<file path="config.mk">
export PLATFORM = sky130hd
export DESIGN_NAME = rtc_read_sequencer_flat
export DESIGN_NICKNAME = d
export VERILOG_FILES = /design/src/rtl/rtc_pkg.sv /design/src/rtl/rtc_read_sequencer_if.sv /design/src/rtl/rtc_dwell_timer.sv /design/src/rtl/rtc_read_sequencer.sv /design/src/flat_wrapper.sv
export SDC_FILE = /design/constraint.sdc
export NUM_CORES = 1
export LEC_CHECK = 0
export CAP_MARGIN = 20
export CELL_PAD_IN_SITES_DETAIL_PLACEMENT = 1
export CELL_PAD_IN_SITES_GLOBAL_PLACEMENT = 2
export CORE_ASPECT_RATIO = 0.6
export CORE_UTILIZATION = 35
export CTS_CLUSTER_SIZE = 28
export DETAILED_ROUTE_END_ITERATION = 10
export PLACE_DENSITY_LB_ADDON = 0.2
export SYNTH_ARGS = -nofsm -noshare
export SYNTH_HDL_FRONTEND = slang
export SYNTH_SLANG_ARGS = --single-unit
</file>
<file path="constraint.sdc">
create_clock -name clk -period 2.64 [get_ports clk]
set_clock_uncertainty 0.05 [all_clocks]
set_input_delay 0.264 -clock clk [delete_from_list [all_inputs] [get_ports clk]]
set_output_delay 0.264 -clock clk [all_outputs]
set_load 0.03 [all_outputs]
</file>
<file path="src/rtl/rtc_pkg.sv">
// Shared constants for the RTC read-address sequencer: register address table,
// timer-scan start index and FSM state encoding.
package rtc_pkg;

    localparam int RTC_N_TABLE     = 11;
    localparam int RTC_TIMER_FIRST = 8;

    // Time/date registers first, then the three timer registers.
    localparam logic [7:0] RTC_RD_TABLE [RTC_N_TABLE] = '{
        8'h21, 8'h22, 8'h23, 8'h24, 8'h25, 8'h26,
        8'h27, 8'h28, 8'h41, 8'h42, 8'h43
    };

    typedef enum logic [2:0] {
        ST_IDLE  = 3'd0,
        ST_ISSUE = 3'd1,
        ST_HOLD  = 3'd2,
        ST_NEXT  = 3'd3,
        ST_DONE  = 3'd4
    } rtc_state_e;

    function automatic logic [7:0] rtc_table_addr(input logic [3:0] idx);
        logic [7:0] addr;
        addr = 8'h00;
        if (int'(idx) < RTC_N_TABLE) begin
            addr = RTC_RD_TABLE[idx];
        end
        return addr;
    endfunction

endpackage

</file>
<file path="src/rtl/rtc_read_sequencer_if.sv">
// Control inputs and read-request bus between the mode FSM, the sequencer and
// the RTC bus controller.
interface rtc_read_sequencer_if #(
    parameter int ADDR_W = 8
);
    logic              escribe;
    logic              inicio;
    logic              crono;
    logic              oneshot;
    logic              rd_ack;
    logic [ADDR_W-1:0] address;
    logic              addr_valid;
    logic              rd_req;
    logic [3:0]        index;
    logic              frame_done;
    logic              err_timeout;

    modport master (
        input  escribe, inicio, crono, oneshot, rd_ack,
        output address, addr_valid, rd_req, index, frame_done, err_timeout
    );

    modport slave (
        output escribe, inicio, crono, oneshot, rd_ack,
        input  address, addr_valid, rd_req, index, frame_done, err_timeout
    );
endinterface

</file>
<file path="src/rtl/rtc_dwell_timer.sv">
// Cycle counter shared by the ack timeout and the post-ack dwell. Counts from 1
// after a clear; hit_o flags the cycle in which the count equals DWELL.
module rtc_dwell_timer #(
    parameter int                 DWELL_W = 12,
    parameter logic [DWELL_W-1:0] DWELL   = DWELL_W'(12'h04A)
) (
    input  logic clk,
    input  logic reset,
    input  logic clr_i,
    input  logic en_i,
    output logic hit_o
);

    logic [DWELL_W-1:0] cnt_q, cnt_d;

    // NOTE: every always_comb output gets a default first so no path leaves it unassigned (no latch).
    always_comb begin
        cnt_d = cnt_q;
        if (clr_i) begin
            cnt_d = DWELL_W'(1);
        end else if (en_i) begin
            cnt_d = cnt_q + DWELL_W'(1);
        end
    end

    // NOTE: state registers use non-blocking assignments so all flops update together at the edge.
    always_ff @(posedge clk or negedge reset) begin
        if (!reset) begin
            cnt_q <= '0;
        end else begin
            cnt_q <= cnt_d;
        end
    end

    assign hit_o = (cnt_q == DWELL);

endmodule

</file>
<file path="src/rtl/rtc_read_sequencer.sv">
// Walks the RTC register table, issuing each address with a rd_req/rd_ack
// handshake followed by a fixed dwell; full or timer-only scans, optional one-shot.
module rtc_read_sequencer
    import rtc_pkg::*;
#(
    parameter int                 ADDR_W      = 8,
    parameter int                 N_ENTRIES   = RTC_N_TABLE,
    parameter int                 TIMER_FIRST = RTC_TIMER_FIRST,
    parameter int                 DWELL_W     = 12,
    parameter logic [DWELL_W-1:0] DWELL       = DWELL_W'(12'h04A)
) (
    input logic                  clk,
    input logic                  reset,
    rtc_read_sequencer_if.master bus
);

    localparam logic [3:0] LAST_IDX  = 4'(N_ENTRIES - 1);
    localparam logic [3:0] FIRST_TMR = 4'(TIMER_FIRST);

    rtc_state_e        state_q, state_d;
    logic [3:0]        idx_q, idx_d;
    logic [ADDR_W-1:0] addr_q, addr_d;
    logic              valid_q, valid_d;
    logic              req_q, req_d;
    logic              fdone_q, fdone_d;
    logic              tout_q, tout_d;
    logic              run;
    logic              dwell_hit;
    logic              tmr_clr;
    logic              tmr_en;

    assign run = bus.crono | (~bus.escribe & ~bus.inicio);

    always_comb begin
        state_d = state_q;
        idx_d   = idx_q;
        fdone_d = 1'b0;
        tout_d  = 1'b0;
        if (!run) begin
            // Dropping run abandons any pending request silently.
            state_d = ST_IDLE;
            idx_d   = '0;
        end else begin
            case (state_q)
                ST_IDLE: begin
                    state_d = ST_ISSUE;
                    idx_d   = bus.crono ? FIRST_TMR : 4'd0;
                end
                ST_ISSUE: begin
                    // An ack on the timeout cycle still counts as accepted.
                    if (bus.rd_ack) begin
                        state_d = ST_HOLD;
                    end else if (dwell_hit) begin
                        state_d = ST_NEXT;
                        tout_d  = 1'b1;
                    end
                end
                ST_HOLD: begin
                    if (dwell_hit) begin
                        state_d = ST_NEXT;
                    end
                end
                ST_NEXT: begin
                    if (idx_q < LAST_IDX) begin
                        state_d = ST_ISSUE;
                        idx_d   = idx_q + 4'd1;
                    end else begin
                        fdone_d = 1'b1;
                        if (bus.oneshot) begin
                            state_d = ST_DONE;
                            idx_d   = '0;
                        end else begin
                            state_d = ST_ISSUE;
                            idx_d   = bus.crono ? FIRST_TMR : 4'd0;
                        end
                    end
                end
                ST_DONE: begin
                    state_d = ST_DONE;
                end
                default: begin
                    state_d = ST_IDLE;
                    idx_d   = '0;
                end
            endcase
        end
    end

    // Outputs are registered from the next state so they line up with it.
    always_comb begin
        valid_d = (state_d == ST_ISSUE) || (state_d == ST_HOLD);
        req_d   = (state_d == ST_ISSUE);
        addr_d  = valid_d ? ADDR_W'(rtc_table_addr(idx_d)) : '0;
        tmr_clr = (state_d != state_q);
        tmr_en  = (state_q == ST_ISSUE) || (state_q == ST_HOLD);
    end

    rtc_dwell_timer #(
        .DWELL_W (DWELL_W),
        .DWELL   (DWELL)
    ) u_dwell (
        .clk   (clk),
        .reset (reset),
        .clr_i (tmr_clr),
        .en_i  (tmr_en),
        .hit_o (dwell_hit)
    );

    always_ff @(posedge clk or negedge reset) begin
        if (!reset) begin
            state_q <= ST_IDLE;
            idx_q   <= '0;
            addr_q  <= '0;
            valid_q <= 1'b0;
            req_q   <= 1'b0;
            fdone_q <= 1'b0;
            tout_q  <= 1'b0;
        end else begin
            state_q <= state_d;
            idx_q   <= idx_d;
            addr_q  <= addr_d;
            valid_q <= valid_d;
            req_q   <= req_d;
            fdone_q <= fdone_d;
            tout_q  <= tout_d;
        end
    end

    assign bus.address     = addr_q;
    assign bus.addr_valid  = valid_q;
    assign bus.rd_req      = req_q;
    assign bus.index       = idx_q;
    assign bus.frame_done  = fdone_q;
    assign bus.err_timeout = tout_q;

endmodule
</file>
<file path="src/flat_wrapper.sv">
// flat-port wrapper written by rule: the top's interface ports become plain ports
module rtc_read_sequencer_flat import rtc_pkg::*;
#(
    parameter int                 ADDR_W      = 8,
    parameter int                 N_ENTRIES   = RTC_N_TABLE,
    parameter int                 TIMER_FIRST = RTC_TIMER_FIRST,
    parameter int                 DWELL_W     = 12,
    parameter logic [DWELL_W-1:0] DWELL       = DWELL_W'(12'h04A)
)
  (clk, reset, bus_escribe, bus_inicio, bus_crono, bus_oneshot, bus_rd_ack, bus_address, bus_addr_valid, bus_rd_req, bus_index, bus_frame_done, bus_err_timeout);
  rtc_read_sequencer_if #(.ADDR_W(ADDR_W)) bus_i ();
  input logic clk;
  input logic reset;
  input wire logic [$bits(bus_i.escribe)-1:0] bus_escribe;
  input wire logic [$bits(bus_i.inicio)-1:0] bus_inicio;
  input wire logic [$bits(bus_i.crono)-1:0] bus_crono;
  input wire logic [$bits(bus_i.oneshot)-1:0] bus_oneshot;
  input wire logic [$bits(bus_i.rd_ack)-1:0] bus_rd_ack;
  output wire logic [$bits(bus_i.address)-1:0] bus_address;
  output wire logic [$bits(bus_i.addr_valid)-1:0] bus_addr_valid;
  output wire logic [$bits(bus_i.rd_req)-1:0] bus_rd_req;
  output wire logic [$bits(bus_i.index)-1:0] bus_index;
  output wire logic [$bits(bus_i.frame_done)-1:0] bus_frame_done;
  output wire logic [$bits(bus_i.err_timeout)-1:0] bus_err_timeout;
  assign bus_i.escribe = bus_escribe;
  assign bus_i.inicio = bus_inicio;
  assign bus_i.crono = bus_crono;
  assign bus_i.oneshot = bus_oneshot;
  assign bus_i.rd_ack = bus_rd_ack;
  assign bus_address = bus_i.address;
  assign bus_addr_valid = bus_i.addr_valid;
  assign bus_rd_req = bus_i.rd_req;
  assign bus_index = bus_i.index;
  assign bus_frame_done = bus_i.frame_done;
  assign bus_err_timeout = bus_i.err_timeout;
  rtc_read_sequencer #(.ADDR_W(ADDR_W), .N_ENTRIES(N_ENTRIES), .TIMER_FIRST(TIMER_FIRST), .DWELL_W(DWELL_W), .DWELL(DWELL)) u_core (.clk(clk), .reset(reset), .bus(bus_i));
endmodule
</file>
=== Yosys cells after proc, flatten, opt, wreduce, memory -nomap -nowiden ===
Memory sizes are Yosys's and may differ from the RTL's.
Index checks and enable logic that the tools add are counted.

* Add/subtract/negate cells: 2
* Magnitude comparators: 3
* Eq/ne operators: 8
* Muxes and demuxes: 24
* Bitwise logic cells: 5
* Reductions and logical operators: 5

{| class="wikitable"
|+ Operators by type and width
! kind !! number
|-
| 2-to-1 mux 8 bit || 4
|-
| 2-to-1 mux 12 bit || 2
|-
| 2-to-1 mux 4 bit || 4
|-
| 2-to-1 mux 3 bit || 5
|-
| case mux 3 bit (5 select lines) || 1
|-
| adder 12 x 1 -> 12 bit, second input constant || 1
|-
| equality test 12 x 7 -> 1 bit, second input constant || 1
|-
| case mux 4 bit (3 select lines) || 1
|-
| equality test 3 x 2 -> 1 bit, second input constant || 3
|-
| less-than comparator 4 bit, second input constant || 2
|-
| 2-to-1 mux 1 bit || 7
|-
| equality test 3 x 1 -> 1 bit, second input constant || 2
|-
| greater-or-equal comparator 5 bit, second input constant || 1
|-
| NOT 4 -> 5 bit || 1
|-
| adder 4 x 1 -> 4 bit, second input constant || 1
|-
| equality test 3 bit, second input constant || 1
|-
| zero test 3 bit || 1
|-
| != test 3 bit || 1
|-
| OR reduction 3 bit || 1
|-
| logical OR 1 bit || 2
|-
| NOT 1 bit || 2
|-
| nonzero test 2 bit || 1
|-
| bitwise AND 1 bit || 1
|-
| bitwise OR 1 bit || 1
|}

* Bits in registers: 31
* Memory bits (read-only): 128
* Input port bits: 7
* Output and inout bits: 16
* Word-level logic and storage cells: 56
* Memories: 1

{| class="wikitable"
|+ Memories
! memory !! words !! width !! read ports !! clocked after memory_dff !! wr ports !! line !! text
|-
| (no name shown) || 16 || 8 || 1 || 0 || 0 || rtc_pkg.sv:26 || <nowiki>addr = RTC_RD_TABLE[idx];</nowiki>
|}

=== Depth between registers and ports, before layout ===
Gate-level depths: netlist of the first run.

* Word-level depth: 11
* Gate-level depth with buffers: 9
* Gate-level depth less buffers: 8

=== Cells and area by module ===
Synthesis of the first run repeated with hierarchy kept, for this count alone.

* Cells, all modules: 167
* Area, all modules: 1702.9 um2

{| class="wikitable"
|+ Modules (own cells, without submodules)
! module !! times used !! cells an instance !! area each (um2) !! seq. area each (um2)
|-
| rtc_read_sequencer || 1 || 100 || 1047.3 || 425.4
|-
| rtc_dwell_timer || 1 || 67 || 655.6 || 300.3
|}

=== Worst setup path before layout of the first run ===
Ideal clock, no wire load.

* Kind: register -> register
* Start point: reg u_core.idx_q[3] (netlist: u_core.bus.index[3])
* End point: reg u_core.addr_q[0] (netlist: u_core.bus.address[0])
* Setup time: 78 ps
* Arrival time: 2219 ps
* Required time: 2512 ps
* Path slack: 293 ps
* Stages on the path, launching flop included: 10
* Buffers on the path: 1
* Clock period less this slack: 2347 ps
* Path through: dfrtp_1 > buf_2 > o21ai_0 > and2_1 > mux2i_1 > nand2b_1 > inv_1 > ha_1 > or4_1 > a21oi_1

* Word-level cells in the longest chain between the ends: 10
* Elaborated cells on any way between the ends: 18
* Those cells by class: 1 x add/sub; 2 x order compare; 2 x eq/ne; 10 x mux; 1 x bitwise; 1 x reduce/logical; 1 x memory

{| class="wikitable"
|+ RTL lines
! element !! line !! text
|-
| start, declared || rtc_read_sequencer.sv:21 || <nowiki>logic [3:0] idx_q, idx_d;</nowiki>
|-
| start signal, assigned || rtc_read_sequencer.sv:120 || <nowiki>idx_q <= idx_d;</nowiki>
|-
| less-than comparator 4 bit * || rtc_read_sequencer.sv:64 || <nowiki>if (idx_q < LAST_IDX) begin</nowiki>
|-
| 2-to-1 mux 4 bit * || rtc_read_sequencer.sv:64 ||
|-
| case mux 4 bit (3 select lines) * || rtc_read_sequencer.sv:44 || <nowiki>case (state_q)</nowiki>
|-
| 2-to-1 mux 4 bit * || rtc_read_sequencer.sv:39 || <nowiki>if (!run) begin</nowiki>
|-
| net u_core.idx_d[0] || rtc_read_sequencer.sv:21 ||
|-
| NOT 4 -> 5 bit (implied by the code) || rtc_pkg.sv:26 ||
|-
| memory (16 x 8 bit) || -- ||
|-
| 2-to-1 mux 8 bit (implied by the code) (2 in a row) || rtc_pkg.sv:26 ||
|-
| 2-to-1 mux 8 bit * || rtc_pkg.sv:25 || <nowiki>if (int'(idx) < RTC_N_TABLE) begin</nowiki>
|-
| 2-to-1 mux 8 bit * || rtc_read_sequencer.sv:93 || <nowiki>addr_d = valid_d ? ADDR_W'(rtc_table_addr(idx_d)) : '0;</nowiki>
|-
| net u_core.addr_d[0] || rtc_read_sequencer.sv:22 || <nowiki>logic [ADDR_W-1:0] addr_q, addr_d;</nowiki>
|-
| end signal, assigned || rtc_read_sequencer.sv:121 || <nowiki>addr_q <= addr_d;</nowiki>
|-
| end, declared || rtc_read_sequencer.sv:22 ||
|}

The timed path passes the listed nets; every way through them passes the cells marked *. The select of a mux whose other input is x is not followed.
A chain may end at the register's enable or synchronous reset.

=== Final worst setup path of the first run ===
* Start point: reg u_core.state_q[2]
* End point: reg u_core.addr_q[1] (netlist: u_core.bus.address[1])

* Word-level cells in the longest chain between the ends: 10
* Elaborated cells on any way between the ends: 22
* Those cells by class: 1 x order compare; 6 x eq/ne; 10 x mux; 1 x bitwise; 3 x reduce/logical; 1 x memory

{| class="wikitable"
|+ RTL lines
! element !! line !! text
|-
| start, declared || rtc_read_sequencer.sv:20 || <nowiki>rtc_state_e state_q, state_d;</nowiki>
|-
| start signal, assigned || rtc_read_sequencer.sv:119 || <nowiki>state_q <= state_d;</nowiki>
|-
| equality test 3 bit, or another cell as far along || rtc_read_sequencer.sv:44 ||
|-
| OR reduction 3 bit (no line) || -- ||
|-
| case mux 4 bit (3 select lines) * || rtc_read_sequencer.sv:44 ||
|-
| 2-to-1 mux 4 bit * || rtc_read_sequencer.sv:39 ||
|-
| net u_core.idx_d[0] || rtc_read_sequencer.sv:21 ||
|-
| NOT 4 -> 5 bit (implied by the code) || rtc_pkg.sv:26 ||
|-
| memory (16 x 8 bit) || -- ||
|-
| 2-to-1 mux 8 bit (implied by the code) (2 in a row) || rtc_pkg.sv:26 ||
|-
| 2-to-1 mux 8 bit * || rtc_pkg.sv:25 ||
|-
| 2-to-1 mux 8 bit * || rtc_read_sequencer.sv:93 ||
|-
| net u_core.addr_d[1] || rtc_read_sequencer.sv:22 ||
|}

Marks and branches as above.

==> results.py, run 1 <==
metrics = {
    "run_status": {
        "outcome": "finished clean",
    },
    "setup_path": {
        "crit_path_cell_trace": "and3b_1 > and2_1 > mux2i_1 > nand2b_1 > inv_1 > ha_1 > or4_1 > a21oi_1",
        "slowest_delay_ns": 0.55,
        "end_kind": "flop",
        "critPathTopFamily": "simple AND/OR/NAND/NOR gates",
        "cp.arrival_ns": 2.64,
        "critPathMaxFanout": 9,
        "critical_path_class": "flop to flop",
        "path_buf_inv": 1,
        "cp-start-kind": "flop",
        "critPathSlowestCell": "dfrtp_1",
        "required_ns": 2.80,
    },
    "pwr": {
        "ir_drop_mv": 0.2401,
        "p_leak_nw": 0.9310,
        "power.density_nw_per_um2": 651.4,
        "power.total_w": 0.001362,
    },
    "cells_and_area": {
        "most-common-layout-cells": "dfrtp_1 (29), clkdlybuf4s50_1 (20), nor2_1 (17)",
        "area_delta_synth_final_pct": 22.96,
        "final_common_cell": "dfrtp_1",
        "drive_above_1_share_pct": 17.10,
        "insertedDiodeCount": 0,
        "fin_util_pct": 45.33,
        "nets": 206,
        "final_area_um2": 2091,
    },
    "timing": {
        "drv_slew": 0,
        "worst_slack_ns": 0.1540,
        "fmax_mhz": 402.2,
        "finalHoldViolCount": 0,
        "fin_tns_setup_ns": 0,
        "setup_viol": 0,
        "worst_slew_pin_slew_ns": 0.7333,
        "relSlewSlack_pct": 50.66,
        "post-route-min-period_ns": 2.486,
        "fin_crit_sh_pct": 94.17,
        "rsz0062_at_grt": "false",
    },
    "clock_tree": {
        "clk-insertion-delay-late_ns": 0.29,
        "cts_max_level": 2,
        "cts-root-buf": "clkbuf_8",
        "cts_num_sinks": 29,
        "cts_buffer_depth": 2,
        "path_clk_slew_ns": 0.07,
        "cts_tree": "done",
        "cts_made_buffers": 5,
    },
    "drt": {
        "viasPerCell": 5.219,
        "vias": 1336,
        "avgRoutedWirePerCell_um": 17.04,
        "drt_iter0_drc": 51,
        "first_pass_iters": 4,
        "drt.antenna.violating_nets": 0,
        "drc": 0,
        "drt-total-wl_mm": 4.361,
    },
    "synthesis": {
        "synthFlopType": "dfrtp_1",
        "syn_inst": 163,
        "synth-seq-cells": 29,
        "synth_top_family_by_area": "simple AND/OR/NAND/NOR gates",
        "syn_area_per_cell_um2": 10.43,
        "yosysTopAreaCell": "dfrtp_1",
        "synth_seq_area_share_pct": 42.68,
        "netlist.area_leader.share_pct": 42.68,
        "syn-cell-area_um2": 1700,
        "netlist-cell-type-count": 57,
        "synth-compound-area-share_pct": 15.31,
        "synth-edff-count": 0,
        "yosysWarnings": 0,
        "synthArstFlopShare_pct": 100.0,
        "synth_area_leaders": "dfrtp_1 (43%), ha_1 (5.2%), xor2_1 (4.1%)",
        "synth_mux_area_share_pct": 1.177,
        "synth_fa_ha_area_share_pct": 5.151,
        "synthXorXnorAreaFrac_pct": 7.653,
        "synth_simple_gate_area_share_pct": 23.11,
    },
    "placed_design": {
        "placed_area_um2": 2004,
        "place_congestion": 0.8310,
        "dp_slack_ns": 0.07348,
        "port_buffers": 20,
        "hpwl_mm": 3.273,
    },
    "global_routing": {
        "overflow": 0,
        "grt_usage_pct": 18.56,
        "grt_pass1_wl_mm": 7.134,
        "grt_pass1_vias": 1370,
        "grt_max_degree": 30,
        "antenna_found_initial": 0,
    },
    "die": {
        "num_rows": 19,
        "core_area_um2": 4612,
        "die_area_um2": 5150,
        "die_w_um": 91.99,
        "start_util_pct": 36.87,
        "io_pins": 23,
        "chipHeight_um": 55.99,
    },
    "min_path": {
        "min_path_type": "input pin to asynchronous set/reset pin",
    },
    "run": {
        "drv_cap": 0,
    },
}
## synthesized netlist by cell type, types with 2 or more instances
cell type	number
a2111oi_2	2
a21o_1	2
a21oi_1	5
and3_1	3
buf_2	4
buf_4	3
dfrtp_1	29
ha_1	7
inv_1	8
mux2i_1	2
nand2_1	6
nand2b_1	4
nand3_1	7
nand4_1	4
nor2_1	17
nor3_1	3
nor3_2	2
nor4_1	2
o21ai_0	2
or2_1	2
or4_1	2
xnor2_1	5
xor2_1	8
## cells by family (layout without fill, tap and decap cells)
family,after synthesis,after routing
compound gates,29,29
xor+xnor,14,14
fa+ha+maj,7,7
buf+inv,17,46
flops,29,29
mux,2,2
other cells,1,2
simple gates,64,64
## repair_timing
action / in CTS / in global routing
hold buffers: 0 / 0
endpoints found under the setup margin: 0 / 2
hold endpoints to repair: 0 / 0
resized for setup: 0 / 1
buffers inserted: 0 / 0
## per-layer routing
layer	vias up	track usage, %	part of all wire, %
li1	638	-	-
met1	662	28.62	55
met2	31	24.84	40
met3	5	4.781	4.2
met4	0	6.027	1.0
met5	-	0	0
## power by group
group	internal, W	switching (W)
Combinational	0.000185	0.000264
Sequential	0.000495	0.0000472
Clock	0.000182	0.000190
Total	0.000861	0.000501
## final timing paths
| check | cells after the start | start | slack, ns | endpoint |
|---|---|---|---|---|
| hold reg to reg | 2 | u_core.u_dwell.cnt_q[11] | 0.53 | u_core.u_dwell.cnt_q[11] |
| setup reg to reg | 8 | u_core.state_q[2] | 0.15 | u_core.bus.address[1] |
| min in group clk | 2 | u_core.u_dwell.cnt_q[11] | 0.53 | u_core.u_dwell.cnt_q[11] |
| max in group asynchronous | 2 | reset | 1.94 | u_core.u_dwell.cnt_q[11] |
| hold / removal | 2 | reset | 0.32 | u_core.bus.index[1] |
| setup / recovery | 8 | u_core.state_q[2] | 0.15 | u_core.bus.address[1] |
## sequential cells by signal, summed over array words and instances, names as in the netlist
| signal | count |
|---|---|
| u_core.bus.addr_valid | 1 |
| u_core.bus.address | 6 |
| u_core.bus.err_timeout | 1 |
| u_core.bus.frame_done | 1 |
| u_core.bus.index | 4 |
| u_core.bus.rd_req | 1 |
| u_core.state_q | 3 |
| u_core.u_dwell.cnt_q | 12 |
## final cells by class
cell class / count / area [µm²]
Clock buffer: 5 / 68.82
Clock inverter: 3 / 17.52
Fill cell: 531 / 2521
Inverter: 9 / 33.78
Multi-Input combinational cell: 118 / 898.4
Sequential cell: 29 / 725.7
Tap cell: 63 / 78.83
Timing Repair Buffer: 29 / 267.8
## stage by stage
step,hold slack [ns],cells
2_1_floorplan,-0.08159,164
3_3_place_gp,0.4934,248
3_5_place_dp,0.5161,248
4_1_cts,0.3306,256
5_1_grt,0.3630,256
6_report,0.3174,256
Power figures use the tool's default switching activity.
==> run 2: changes to the inputs <==
--- a/config.mk
+++ b/config.mk
@@ -10,9 +10,8 @@
 export CELL_PAD_IN_SITES_GLOBAL_PLACEMENT = 2
 export CORE_ASPECT_RATIO = 0.6
 export CORE_UTILIZATION = 35
-export CTS_CLUSTER_SIZE = 28
 export DETAILED_ROUTE_END_ITERATION = 10
-export PLACE_DENSITY_LB_ADDON = 0.2
+export PLACE_DENSITY = 0.76
 export SYNTH_ARGS = -nofsm -noshare
 export SYNTH_HDL_FRONTEND = slang
 export SYNTH_SLANG_ARGS = --single-unit
==> results.py, run 2 (synthesized netlist as in run 1, its figures left out) <==
metrics = {
    "run_status": {
        "outcome": "finished clean",
    },
    "pwr": {
        "power.total_w": 0.001368,
        "ir_drop_mv": 0.3521,
        "power.density_nw_per_um2": 646.7,
        "p_leak_nw": 0.9367,
    },
    "placed_design": {
        "dpl.cell_count": 245,
        "placed_area_um2": 1982,
        "port_buffers": 20,
        "place_congestion": 0.7918,
        "hpwl_mm": 3.090,
    },
    "timing": {
        "fin_crit_sh_pct": 94.27,
        "drv_slew": 0,
        "fin_tns_setup_ns": 0,
        "worst_slew_pin_slew_ns": 0.7343,
        "relSlewSlack_pct": 50.38,
        "setup_viol": 0,
        "finalHoldViolCount": 0,
        "rsz0062_at_grt": "false",
        "fmax_mhz": 401.8,
        "post-route-min-period_ns": 2.489,
    },
    "die": {
        "num_rows": 19,
        "chipHeight_um": 55.99,
        "die_w_um": 91.99,
        "start_util_pct": 36.87,
        "io_pins": 23,
        "die_area_um2": 5150,
        "core_area_um2": 4612,
    },
    "clock_tree": {
        "cts-root-buf": "clkbuf_8",
        "cts_made_buffers": 5,
        "holdBufCountCts": 0,
        "path_clk_slew_ns": 0.07,
        "cts_max_level": 2,
        "cts_tree": "done",
        "clk-insertion-delay-late_ns": 0.29,
        "cts_buffer_depth": 2,
        "cts_num_sinks": 29,
    },
    "setup_path": {
        "cp-start-kind": "flop",
        "end_kind": "flop",
        "critPathMaxFanout": 9,
        "critical_path_class": "flop to flop",
        "required_ns": 2.79,
        "cp.arrival_ns": 2.64,
    },
    "cells_and_area": {
        "multi_input_area_um2": 902.1,
        "final_common_cell": "dfrtp_1",
        "ff_latch_area_um2": 730.7,
        "nets": 208,
        "largest_reg_flops": 12,
        "area_delta_synth_final_pct": 24.36,
        "instances_no_fill": 258,
        "insertedDiodeCount": 0,
        "final_area_um2": 2115,
        "most-common-layout-cells": "dfrtp_1 (25), clkdlybuf4s50_1 (20), nor2_1 (17)",
        "drive_above_1_share_pct": 20.51,
        "fin_util_pct": 45.85,
        "fill_cells": 533,
        "top_register": "u_core.u_dwell.cnt_q",
    },
    "drt": {
        "drt.antenna.violating_nets": 0,
        "avgRoutedWirePerCell_um": 16.67,
        "first_pass_iters": 4,
        "drt_iter0_drc": 57,
        "drt-total-wl_mm": 4.301,
        "vias": 1341,
        "viasPerCell": 5.198,
        "drc": 0,
    },
    "global_routing": {
        "grt_max_degree": 30,
        "grt_pass1_wl_mm": 7.210,
        "grt_pass1_vias": 1390,
        "antenna_found_initial": 0,
        "overflow": 0,
        "grt_usage_pct": 18.41,
    },
    "min_path": {
        "min_path_type": "input pin to asynchronous set/reset pin",
    },
    "run": {
        "drv_cap": 0,
    },
}
==> run 2: cell count changes in the layout (fill, tap and decap cells not counted), sizes merged <==
cell | before | now
buf | 9 | 11
==> run 2: through the flow <==
stage / setup WS [ns] / hold WS, ns
2_1_floorplan: 0.2929 / -0.08159
3_3_place_gp: 0.1612 / 0.4952
3_5_place_dp: 0.06071 / 0.5115
4_1_cts: 0.02183 / 0.3289
5_1_grt: 0.009688 / 0.3576
6_report: 0.1512 / 0.3125
==> run 2: power by group <==
part / internal [W] / switching (W)
clock: 0.000182 / 0.000189
combinational: 0.000189 / 0.000265
sequential: 0.000496 / 0.0000464
==> run 2: path summary, 6_finish.rpt <==
check	from	end	slack, ns	cells past startpoint
setup / recovery	u_core.state_q[0]	u_core.bus.address[1]	0.15	8
hold / removal	reset	u_core.bus.index[1]	0.31	2
setup reg to reg	u_core.state_q[0]	u_core.bus.address[1]	0.15	8
hold reg to reg	u_core.u_dwell.cnt_q[11]	u_core.u_dwell.cnt_q[11]	0.53	2
max in group asynchronous	reset	u_core.state_q[0]	1.92	2
min in group clk	u_core.u_dwell.cnt_q[11]	u_core.u_dwell.cnt_q[11]	0.53	2
==> run 2: layer usage <==
| layer | track usage (%) | vias to the layer above | wire length (µm) |
|---|---|---|---|
| met4 | 6.027 | 0 | 46 |
| li1 | - | 639 | - |
| met1 | 28.27 | 665 | 2295 |
| met3 | 4.918 | 8 | 179 |
| met5 | 0 | - | 0 |
| met2 | 24.63 | 29 | 1780 |
==> run 2: final cells by class <==
type / count / share of cell area, %
clock buffers: 5 / 3.254
clock inverters: 3 / 0.8284
inverters: 9 / 1.598
multi-input cells: 118 / 42.66
flip-flops and latches: 29 / 34.56
well taps: 63 / 3.728
repair buffers: 31 / 13.37
==> run 2: what timing repair did <==
item / in CTS / in global routing
setup endpoints to repair: 0 / 3
setup buffers: 0 / 5
resized for setup: 0 / 5
==> run 2: critical path, cell delays in order (launching register included) <==
cell and delay (ns):
dfrtp_2 0.47, xor2_1 0.18, a21o_1 0.23, mux2i_2 0.20, nand2b_1 0.18, inv_1 0.11
ha_1 0.29, or4_1 0.54, a21oi_1 0.15
